===== src/rtl/sdram_init_refresh_ctrl.sv =====
// SDRAM power-up init sequencer and postponable auto-refresh engine (up to 8 pending).
// Optional macro SDRAM_REF_CNT_EN adds REF_CNT, a count of post-init AUTO REFRESH commands.
module sdram_init_refresh_ctrl #(
  parameter int CLK_FREQ_MHZ   = 100,
  parameter int T_POWERUP_US   = 200,
  parameter int T_RP_CYC       = 2,
  parameter int T_RFC_CYC      = 7,
  parameter int T_MRD_CYC      = 2,
  parameter int INIT_REF_NUM   = 8,
  parameter int REF_PERIOD_CYC = 780,
  parameter int CAS_LAT        = 3,
  parameter int BL_CODE        = 3,
  parameter int ROW_W          = 13,
  parameter int BANK_W         = 2
) (
  input  logic              REF_CLK,
  input  logic              RST_N,
  output logic              SDRAM_INIT_DONE,
  output logic              REF_REQ,
  input  logic              REF_ACK,
  output logic              REF_BUSY,
  output logic              CKE,
  output logic              CS_N,
  output logic              RAS_N,
  output logic              CAS_N,
  output logic              WE_N,
  output logic [ROW_W-1:0]  A,
  output logic [BANK_W-1:0] BS
`ifdef SDRAM_REF_CNT_EN
  ,
  output logic [15:0]       REF_CNT
`endif
);

  localparam int T_POWERUP_CYC = CLK_FREQ_MHZ * T_POWERUP_US;
  localparam int TW = $clog2(T_POWERUP_CYC + T_RP_CYC + T_RFC_CYC + T_MRD_CYC + 1);
  localparam int RW = $clog2(REF_PERIOD_CYC + 1);
  localparam int CW = $clog2(INIT_REF_NUM + 1);

  localparam logic [3:0] S_PWRUP = 4'd0;
  localparam logic [3:0] S_PRE   = 4'd1;
  localparam logic [3:0] S_TRP   = 4'd2;
  localparam logic [3:0] S_AREF  = 4'd3;
  localparam logic [3:0] S_TRFC  = 4'd4;
  localparam logic [3:0] S_LMR   = 4'd5;
  localparam logic [3:0] S_TMRD  = 4'd6;
  localparam logic [3:0] S_IDLE  = 4'd7;
  localparam logic [3:0] S_RPRE  = 4'd8;
  localparam logic [3:0] S_RTRP  = 4'd9;
  localparam logic [3:0] S_RAREF = 4'd10;
  localparam logic [3:0] S_RTRFC = 4'd11;

  localparam logic [3:0] CMD_NOP  = 4'b0111;
  localparam logic [3:0] CMD_PRE  = 4'b0010;
  localparam logic [3:0] CMD_AREF = 4'b0001;
  localparam logic [3:0] CMD_LMR  = 4'b0000;
  localparam logic [3:0] CMD_DESL = 4'b1111;

  logic [3:0]        r_state, w_state_nxt;
  logic [TW-1:0]     r_timer, w_timer_nxt;
  logic [CW-1:0]     r_init_cnt, w_init_cnt_nxt;
  logic [RW-1:0]     r_rtimer;
  logic [3:0]        r_pend, w_pend_nxt;
  logic [3:0]        r_cmd, w_cmd_nxt;
  logic [ROW_W-1:0]  r_a, w_a_nxt;
  logic              r_cke, r_done, r_req, r_busy;
  logic              w_tick, w_dec, w_req_nxt, w_busy_nxt;

  // r_state names what the command bus carries during the current cycle.
  always_comb begin
    w_state_nxt    = r_state;
    w_timer_nxt    = r_timer + 1'b1;
    w_init_cnt_nxt = r_init_cnt;
    w_dec          = 1'b0;
    case (r_state)
      S_PWRUP: if (r_timer == TW'(T_POWERUP_CYC)) begin
        w_state_nxt = S_PRE;
        w_timer_nxt = '0;
      end
      S_PRE, S_TRP: begin
        w_state_nxt = S_TRP;
        if (r_timer == TW'(T_RP_CYC - 1)) begin
          w_state_nxt    = S_AREF;
          w_timer_nxt    = '0;
          w_init_cnt_nxt = r_init_cnt + 1'b1;
        end
      end
      S_AREF, S_TRFC: begin
        w_state_nxt = S_TRFC;
        if (r_timer == TW'(T_RFC_CYC - 1)) begin
          w_timer_nxt = '0;
          if (r_init_cnt == CW'(INIT_REF_NUM)) begin
            w_state_nxt = S_LMR;
          end else begin
            w_state_nxt    = S_AREF;
            w_init_cnt_nxt = r_init_cnt + 1'b1;
          end
        end
      end
      S_LMR, S_TMRD: begin
        w_state_nxt = S_TMRD;
        if (r_timer == TW'(T_MRD_CYC - 1)) begin
          w_state_nxt = S_IDLE;
          w_timer_nxt = '0;
        end
      end
      S_IDLE: begin
        w_timer_nxt = '0;
        if (r_req && REF_ACK) w_state_nxt = S_RPRE;
      end
      S_RPRE, S_RTRP: begin
        w_state_nxt = S_RTRP;
        if (r_timer == TW'(T_RP_CYC - 1)) begin
          w_state_nxt = S_RAREF;
          w_timer_nxt = '0;
        end
      end
      S_RAREF, S_RTRFC: begin
        w_state_nxt = S_RTRFC;
        if (r_timer == TW'(T_RFC_CYC - 1)) begin
          w_state_nxt = S_IDLE;
          w_timer_nxt = '0;
          w_dec       = 1'b1;
        end
      end
      default: begin
        w_state_nxt = S_PWRUP;
        w_timer_nxt = '0;
      end
    endcase
  end

  always_comb begin
    w_cmd_nxt = CMD_NOP;
    w_a_nxt   = '0;
    case (w_state_nxt)
      S_PRE, S_RPRE: begin
        w_cmd_nxt   = CMD_PRE;
        w_a_nxt[10] = 1'b1;
      end
      S_AREF, S_RAREF: w_cmd_nxt = CMD_AREF;
      S_LMR: begin
        w_cmd_nxt    = CMD_LMR;
        w_a_nxt[6:4] = 3'(CAS_LAT);
        w_a_nxt[2:0] = 3'(BL_CODE);
      end
      default: w_cmd_nxt = CMD_NOP;
    endcase
  end

  // A tick landing on the completion cycle cancels the decrement.
  assign w_tick = r_done && (r_rtimer == RW'(REF_PERIOD_CYC - 1));

  always_comb begin
    w_pend_nxt = r_pend;
    if (w_tick && !w_dec && (r_pend != 4'd8)) w_pend_nxt = r_pend + 1'b1;
    else if (w_dec && !w_tick)                w_pend_nxt = r_pend - 1'b1;
  end

  assign w_req_nxt  = (r_state == S_IDLE) && (w_state_nxt == S_IDLE) && (w_pend_nxt != 4'd0);
  assign w_busy_nxt = (w_state_nxt == S_RPRE) || (w_state_nxt == S_RTRP) ||
                      (w_state_nxt == S_RAREF) || (w_state_nxt == S_RTRFC);

  always_ff @(posedge REF_CLK or negedge RST_N) begin
    if (!RST_N) begin
      r_state    <= S_PWRUP;
      r_timer    <= '0;
      r_init_cnt <= '0;
      r_rtimer   <= '0;
      r_pend     <= '0;
      r_cmd      <= CMD_DESL;
      r_a        <= '0;
      r_cke      <= 1'b0;
      r_done     <= 1'b0;
      r_req      <= 1'b0;
      r_busy     <= 1'b0;
    end else begin
      r_state    <= w_state_nxt;
      r_timer    <= w_timer_nxt;
      r_init_cnt <= w_init_cnt_nxt;
      r_pend     <= w_pend_nxt;
      r_cmd      <= w_cmd_nxt;
      r_a        <= w_a_nxt;
      r_cke      <= 1'b1;
      r_done     <= r_done || (w_state_nxt == S_IDLE);
      r_req      <= w_req_nxt;
      r_busy     <= w_busy_nxt;
      if (r_done) r_rtimer <= w_tick ? '0 : r_rtimer + 1'b1;
    end
  end

`ifdef SDRAM_REF_CNT_EN
  logic [15:0] r_ref_cnt;
  always_ff @(posedge REF_CLK or negedge RST_N) begin
    if (!RST_N)                      r_ref_cnt <= '0;
    else if (w_state_nxt == S_RAREF) r_ref_cnt <= r_ref_cnt + 1'b1;
  end
  assign REF_CNT = r_ref_cnt;
`endif

  assign SDRAM_INIT_DONE = r_done;
  assign REF_REQ         = r_req;
  assign REF_BUSY        = r_busy;
  assign CKE             = r_cke;
  assign CS_N            = r_cmd[3];
  assign RAS_N           = r_cmd[2];
  assign CAS_N           = r_cmd[1];
  assign WE_N            = r_cmd[0];
  assign A               = r_a;
  assign BS              = '0;

endmodule


===== config.mk =====
export PLATFORM = sky130hd
export DESIGN_NAME = sdram_init_refresh_ctrl
export DESIGN_NICKNAME = d
export VERILOG_FILES = /design/src/rtl/sdram_init_refresh_ctrl.sv
export SDC_FILE = /design/constraint.sdc
export NUM_CORES = 1
export LEC_CHECK = 0
export CAP_MARGIN = 20
export CORE_UTILIZATION = 51
export CTS_BUF_LIST = sky130_fd_sc_hd__clkbuf_2 sky130_fd_sc_hd__clkbuf_4 sky130_fd_sc_hd__clkbuf_8
export CTS_CLUSTER_DIAMETER = 40
export DETAILED_ROUTE_END_ITERATION = 7
export DONT_BUFFER_PORTS = 1
export PLACE_DENSITY = 0.78
export SLEW_MARGIN = 10
export SYNTH_ARGS = -nofsm -noshare
export SYNTH_HDL_FRONTEND = slang
export SYNTH_SLANG_ARGS = --single-unit

===== constraint.sdc =====
create_clock -name REF_CLK -period 4.4 [get_ports REF_CLK]
set_clock_uncertainty 0.2 [all_clocks]
set_input_delay 0.88 -clock REF_CLK [delete_from_list [all_inputs] [get_ports REF_CLK]]
set_output_delay 0.88 -clock REF_CLK [all_outputs]
set_load 0.02 [all_outputs]

Yosys cells after proc, flatten, opt, wreduce, memory -nomap -nowiden
Index checks and enable logic that the tools add are counted.

cells by class
  add/subtract/negate cells = 5
  equality and inequality tests = 28
  muxes and demuxes = 25
  reduce and logical (&&, ||, !) cells = 26

operators by type and width
  cell                                            number
  2-to-1 mux 15 bit                               3
  case mux 15 bit (3 select lines)                1
  == test 4 bit, second input constant            9
  2-to-1 mux 4 bit                                8
  case mux 4 bit (7 select lines)                 1
  == test 4 x 3 -> 1 bit, second input constant   6
  adder 15 x 1 -> 15 bit, second input constant   1
  == test 15 x 1 -> 1 bit, second input constant  1
  == test 15 bit, second input constant           1
  == test 15 x 3 -> 1 bit, second input constant  1
  OR reduction 2 bit                              7
  == test 4 x 2 -> 1 bit, second input constant   3
  adder 10 x 1 -> 10 bit, second input constant   1
  == test 10 bit, second input constant           1
  2-to-1 mux 10 bit                               1
  case mux 3 bit (3 select lines)                 1
  adder 4 x 1 -> 4 bit, second input constant     2
  == test 4 x 1 -> 1 bit, second input constant   2
  case mux 4 bit (2 select lines)                 1
  logical AND 1 bit                               7
  2-to-1 mux 3 bit                                2
  != test 2 bit, second input constant            3
  OR reduction 6 bit                              1
  2-to-1 mux 1 bit                                5
  other kinds (10)                                15

word-level totals
  register bits = 52
  input bits = 3
  output and inout port bits = 23
  word-level logic and storage cells = 95

Longest topological paths before layout
  depth after elaboration = 9
  gate-level depth with buffers = 9
  gate-level depth less buffers = 9

Least setup slack after synthesis
Ideal clock, no wire load.

  path type = register to register
  start = register r_timer[7]
  end = register r_init_cnt[1]
  setup time = 125 ps
  arrival time = 2651 ps
  setup slack = 1424 ps
  cell stages (with the launch flop) = 8
  path buffers = 0
  clock period less this slack = 2976 ps
  path through = dfrtp_1 or4_4 or3_4 or4_4 a21boi_1 o221ai_4 nand2_4 mux2_4

between the ends
  cells in the longest elaborated chain, start to end = 3
  elaborated cells on any way between the ends = 5
  classes of those cells = 4 x eq/ne; 1 x reduce/logical

ends and longest elaborated chain
  item                                                                line    RTL
  from (decl)                                                         60      logic [TW-1:0] r_timer, w_timer_nxt;
  from (signal assigned)                                              179     r_timer <= w_timer_nxt;
  == test 15 x 1 -> 1 bit or == test 15 x 3 -> 1 bit (tied branches)  82, 90
  != test 2 bit (no line)                                             n/a
  AND reduction 4 bit (no line) *                                     n/a
  to (signal assigned)                                                180     r_init_cnt <= w_init_cnt_nxt;
  to (decl)                                                           61      logic [CW-1:0] r_init_cnt, w_init_cnt_nxt;

Mark *: on every way between the ends. The rest lies on a longest branch, timed or not.
A chain may end at the register's enable or synchronous reset.

Worst setup path after layout
Same ends and word-level chain as after synthesis.

==> run summary <==
The flow ran to the end, and the final reports show no timing, DRC or antenna violations. The number of buffers created by CTS was 5. Setup repair after global routing left no endpoint under its margin.

The slew of the pin with the lowest slew margin is 0.868 ns. Routability-driven placement finished with a final weighted congestion of 0.802. The run gives 4380 um as the post-detailed-routing wire length. The number of different library cells used by synthesis comes to 49. The largest family of logic cells by synthesized area was simple AND/OR/NAND/NOR gates.

The core region is 0.00482 mm^2. The setup slack after layout was 1.28 ns. Maximum clock rate: 0.320 GHz.

The portion of the post-synthesis area used by sequential elements was 45.5%; the post-synthesis register bit count was 47. The final-report max-slew violation count was 0. For the worst slew slack as a fraction of its limit, the log shows 41.7%. The final count of hold timing violations came out at 0. Data on the critical path is required at its endpoint by 4.39 ns.

Measured along the y axis, the die boundary spans 73.4 um. During synthesis, Yosys emitted a total of 0 warnings. Once layout is complete, the utilization of the core stands at 56.3%. The worst setup path is captured at a flop.

Before CTS, the worst setup slack after placement is 1.29 ns. The tools report the I/O pin count as 26. The synthesized netlist devotes 9.10% of its cell area to XOR and XNOR gates. The final net count was 279. The clock passes through at most 2 buffers. Post-CTS timing repair inserted 0 buffers for setup.

After synthesis, the share of flip-flops with an asynchronous set or reset is 100%. Worst voltage drop across the vdd grid: 111 uV. The tools report the sum of negative setup slack as 0 ns. Along the worst path, the maximum fanout reaches 7. The critical setup path kind was flop to flop.

After detailed placement, the design holds a cell count of 327. For this run, design rule violations remaining after detail routing come to 0. The synthesized netlist occupies a cell area of 0.00260 mm^2. The count of mapped cells out of synthesis is 269. The worst hold path belongs to the class input port to async pin. The logs give 0 for the total congestion overflow and 25 for the standard-cell row count. Data on the critical path arrives at its endpoint at 3.11 ns.

The H-tree generated during clock tree synthesis spans 2 levels. Summing the areas of all fa, ha and maj instances in the mapped netlist gives 4.33% of the synthesized area. The path depth of the worst reg2reg path is 7, and the fraction of synthesized area in multiplexers is 1.40%. Input and output buffers added on the ports amount to 0. STA classifies the critical path startpoint as a flop. Gates resized during post-CTS repair numbered 0. The number of enable flip-flop cells after synthesis is 0, and the via count of the routed design is 1841. Max-cap violations in this run came to 0. The prevailing post-synth register cell is sky130_fd_sc_hd__dfrtp_1. The clock reaches the later pin of the worst-skew pair after 0.30 ns. After detailed routing, the number of vias per cell comes to 5.50.

Of the cells placed in the final design, the portion with a size suffix greater than 1 is 10.1%. TritonCTS built the clock tree. The number of iterations in the first detailed-routing pass is 4.

The die extent in x was 73.4 um; the leakage power summed over all cells was 0.00120 uW. After clock tree synthesis, the clock-pin slew on the worst setup and hold paths is 0.08 ns. Setup violations remaining at the end of the flow were counted as 0.

The initial standard-cell utilization of the core is 53.9%, and the power per cell area is 268 mW/mm^2. The logs give 1.28 ns for the register-to-register setup slack and 0 for the total inserted antenna cells. Mean instance size in the synthesized netlist: 9.66 um^2. The synthesized netlist devotes 8.04% of its cell area to compound gates.

The area growth from synthesis to layout is 4.33%, and the die footprint is 0.00539 mm^2. The tree is rooted in a sky130_fd_sc_hd__clkbuf_8. After the flow finishes, the layout carries non-filler instances totaling 335. For this block, the initial DRC count from the detailed router was 90.

Hold is met by 0.0645 ns. Entering global routing, the biggest net connects 48 pins. Once detailed placement completed, the half-perimeter wirelength came to 3080 um. Global routing used 18.3% of the available tracks. The TritonCTS sink count was 47; the average wire length per cell after detail routing was 13.1 um.

After layout, the worst path uses 70.9% of the clock period. The global-route wire length before repair is 7510 um, and the post-route antenna net violation count is 0. The cts-stage hold buffer count came out at 0. The number of global-route vias before repair came out at 1720. Number of antenna violations at the first check in global routing: 0. The minimum clock period was 3.12 ns; the fraction of the mapped netlist area in simple logic gates was 25.5%.
cells in the mapped netlist (all sizes together) (2+ instances only):
| master | count | area share, % |
|---|---|---|
| a21boi | 3 | 0.87 |
| a21o | 2 | 0.58 |
| a21oi | 8 | 1.5 |
| and3 | 3 | 0.72 |
| buf | 13 | 3.8 |
| clkbuf | 8 | 1.2 |
| conb | 2 | 0.29 |
| dfrtp | 43 | 41 |
| dfstp | 4 | 4.0 |
| ha | 9 | 4.3 |
| inv | 7 | 1.0 |
| mux2 | 2 | 1.0 |
| nand2 | 23 | 3.6 |
| nand2b | 3 | 0.72 |
| nand3 | 14 | 2.7 |
| nand3b | 2 | 0.58 |
| nand4 | 10 | 2.4 |
| nor2 | 34 | 4.9 |
| nor2b | 5 | 1.2 |
| nor3 | 7 | 1.3 |
| nor4 | 3 | 0.72 |
| o21ai | 6 | 1.2 |
| or3 | 4 | 1.2 |
| or3b | 2 | 0.67 |
| or4 | 8 | 2.9 |
| xnor2 | 12 | 4.0 |
| xor2 | 15 | 5.1 |
final timing paths:
| path | to | startpoint |
|---|---|---|
| setup / recovery | r_init_cnt[1]$_DFFE_PN0P_ | r_timer[7]$_DFF_PN0_ |
| hold / removal | r_pend[3]$_DFF_PN0_ | RST_N |
| setup reg to reg | r_init_cnt[1]$_DFFE_PN0P_ | r_timer[7]$_DFF_PN0_ |
| hold reg to reg | r_init_cnt[3]$_DFFE_PN0P_ | r_init_cnt[3]$_DFFE_PN0P_ |
| max in group asynchronous | r_cmd[3]$_DFF_PN1_ | RST_N |
| min in group REF_CLK | r_init_cnt[3]$_DFFE_PN0P_ | r_init_cnt[3]$_DFFE_PN0P_ |
critical path, cell delays in order, from the launching register on:
cell and delay (ns):
sky130_fd_sc_hd__dfrtp_1 0.43, sky130_fd_sc_hd__or4_4 0.57, sky130_fd_sc_hd__or3_4 0.40, sky130_fd_sc_hd__or4_4 0.54
sky130_fd_sc_hd__a21boi_1 0.17, sky130_fd_sc_hd__o221ai_4 0.31, sky130_fd_sc_hd__nand2_4 0.09, sky130_fd_sc_hd__mux2_4 0.30
where the power goes:
part	internal (uW)	switching (uW)	leakage, uW
combinational	0.0108	7.68	0.000537
sequential	433	1.53	0.000611
clock	150	136	0.0000549
cell families (layout without fill, tap and decap cells):
group	count (synthesis)	in the layout
other cells	2	12
fa+ha+maj	9	9
compound gates	29	29
simple gates	124	124
xor+xnor	27	27
mux	3	3
buf+inv	28	17
flops	47	47
layout make-up:
cell class	instances	area (um^2)
multi-input combinational	204	1300
clock buffer	8	104
tap	67	83.8
inverter	7	26.3
timing repair buffer	2	15.0
fill	425	2110
sequential	47	1180
per-layer routing:
metal  global-route usage, %  share of wire (%)
met5                       0                  0
met4                    7.69                1.9
met3                    4.66                4.2
met2                    29.2                 48
met1                    23.7                 46
placed cells by master (no fill, tap or decap), drive strengths merged, types with 2 or more instances in the layout:
| cell type | count |
|---|---|
| buf | 2 |
| nand2 | 23 |
| dfrtp | 43 |
| a21o | 2 |
| a21oi | 8 |
| dfstp | 4 |
| conb | 12 |
| ha | 9 |
| and3 | 3 |
| or3b | 2 |
| a21boi | 3 |
| or3 | 4 |
| xnor2 | 12 |
| nand4 | 10 |
| o21ai | 6 |
| nor2 | 34 |
| nor2b | 5 |
| clkbuf | 8 |
| nand3 | 14 |
| or4 | 8 |
| nand3b | 2 |
| xor2 | 15 |
| nand2b | 3 |
| nor3 | 7 |
| nor4 | 3 |
| mux2 | 2 |
| inv | 7 |
flip-flops by register name, summed over array words and instances (netlist names), 2 cells and up:
| register | flops |
|---|---|
| r_timer | 15 |
| r_rtimer | 10 |
| r_cmd | 4 |
| r_init_cnt | 4 |
| r_pend | 4 |
| r_state | 4 |
| A | 2 |
through the flow:
step	cell area, um^2	power, uW
floorplan	2640	457
global placement	2610	451
detailed placement	2610	451
CTS	2710	737
global route	2710	755
finish	2710	728
(Power assumes the default switching activity.)
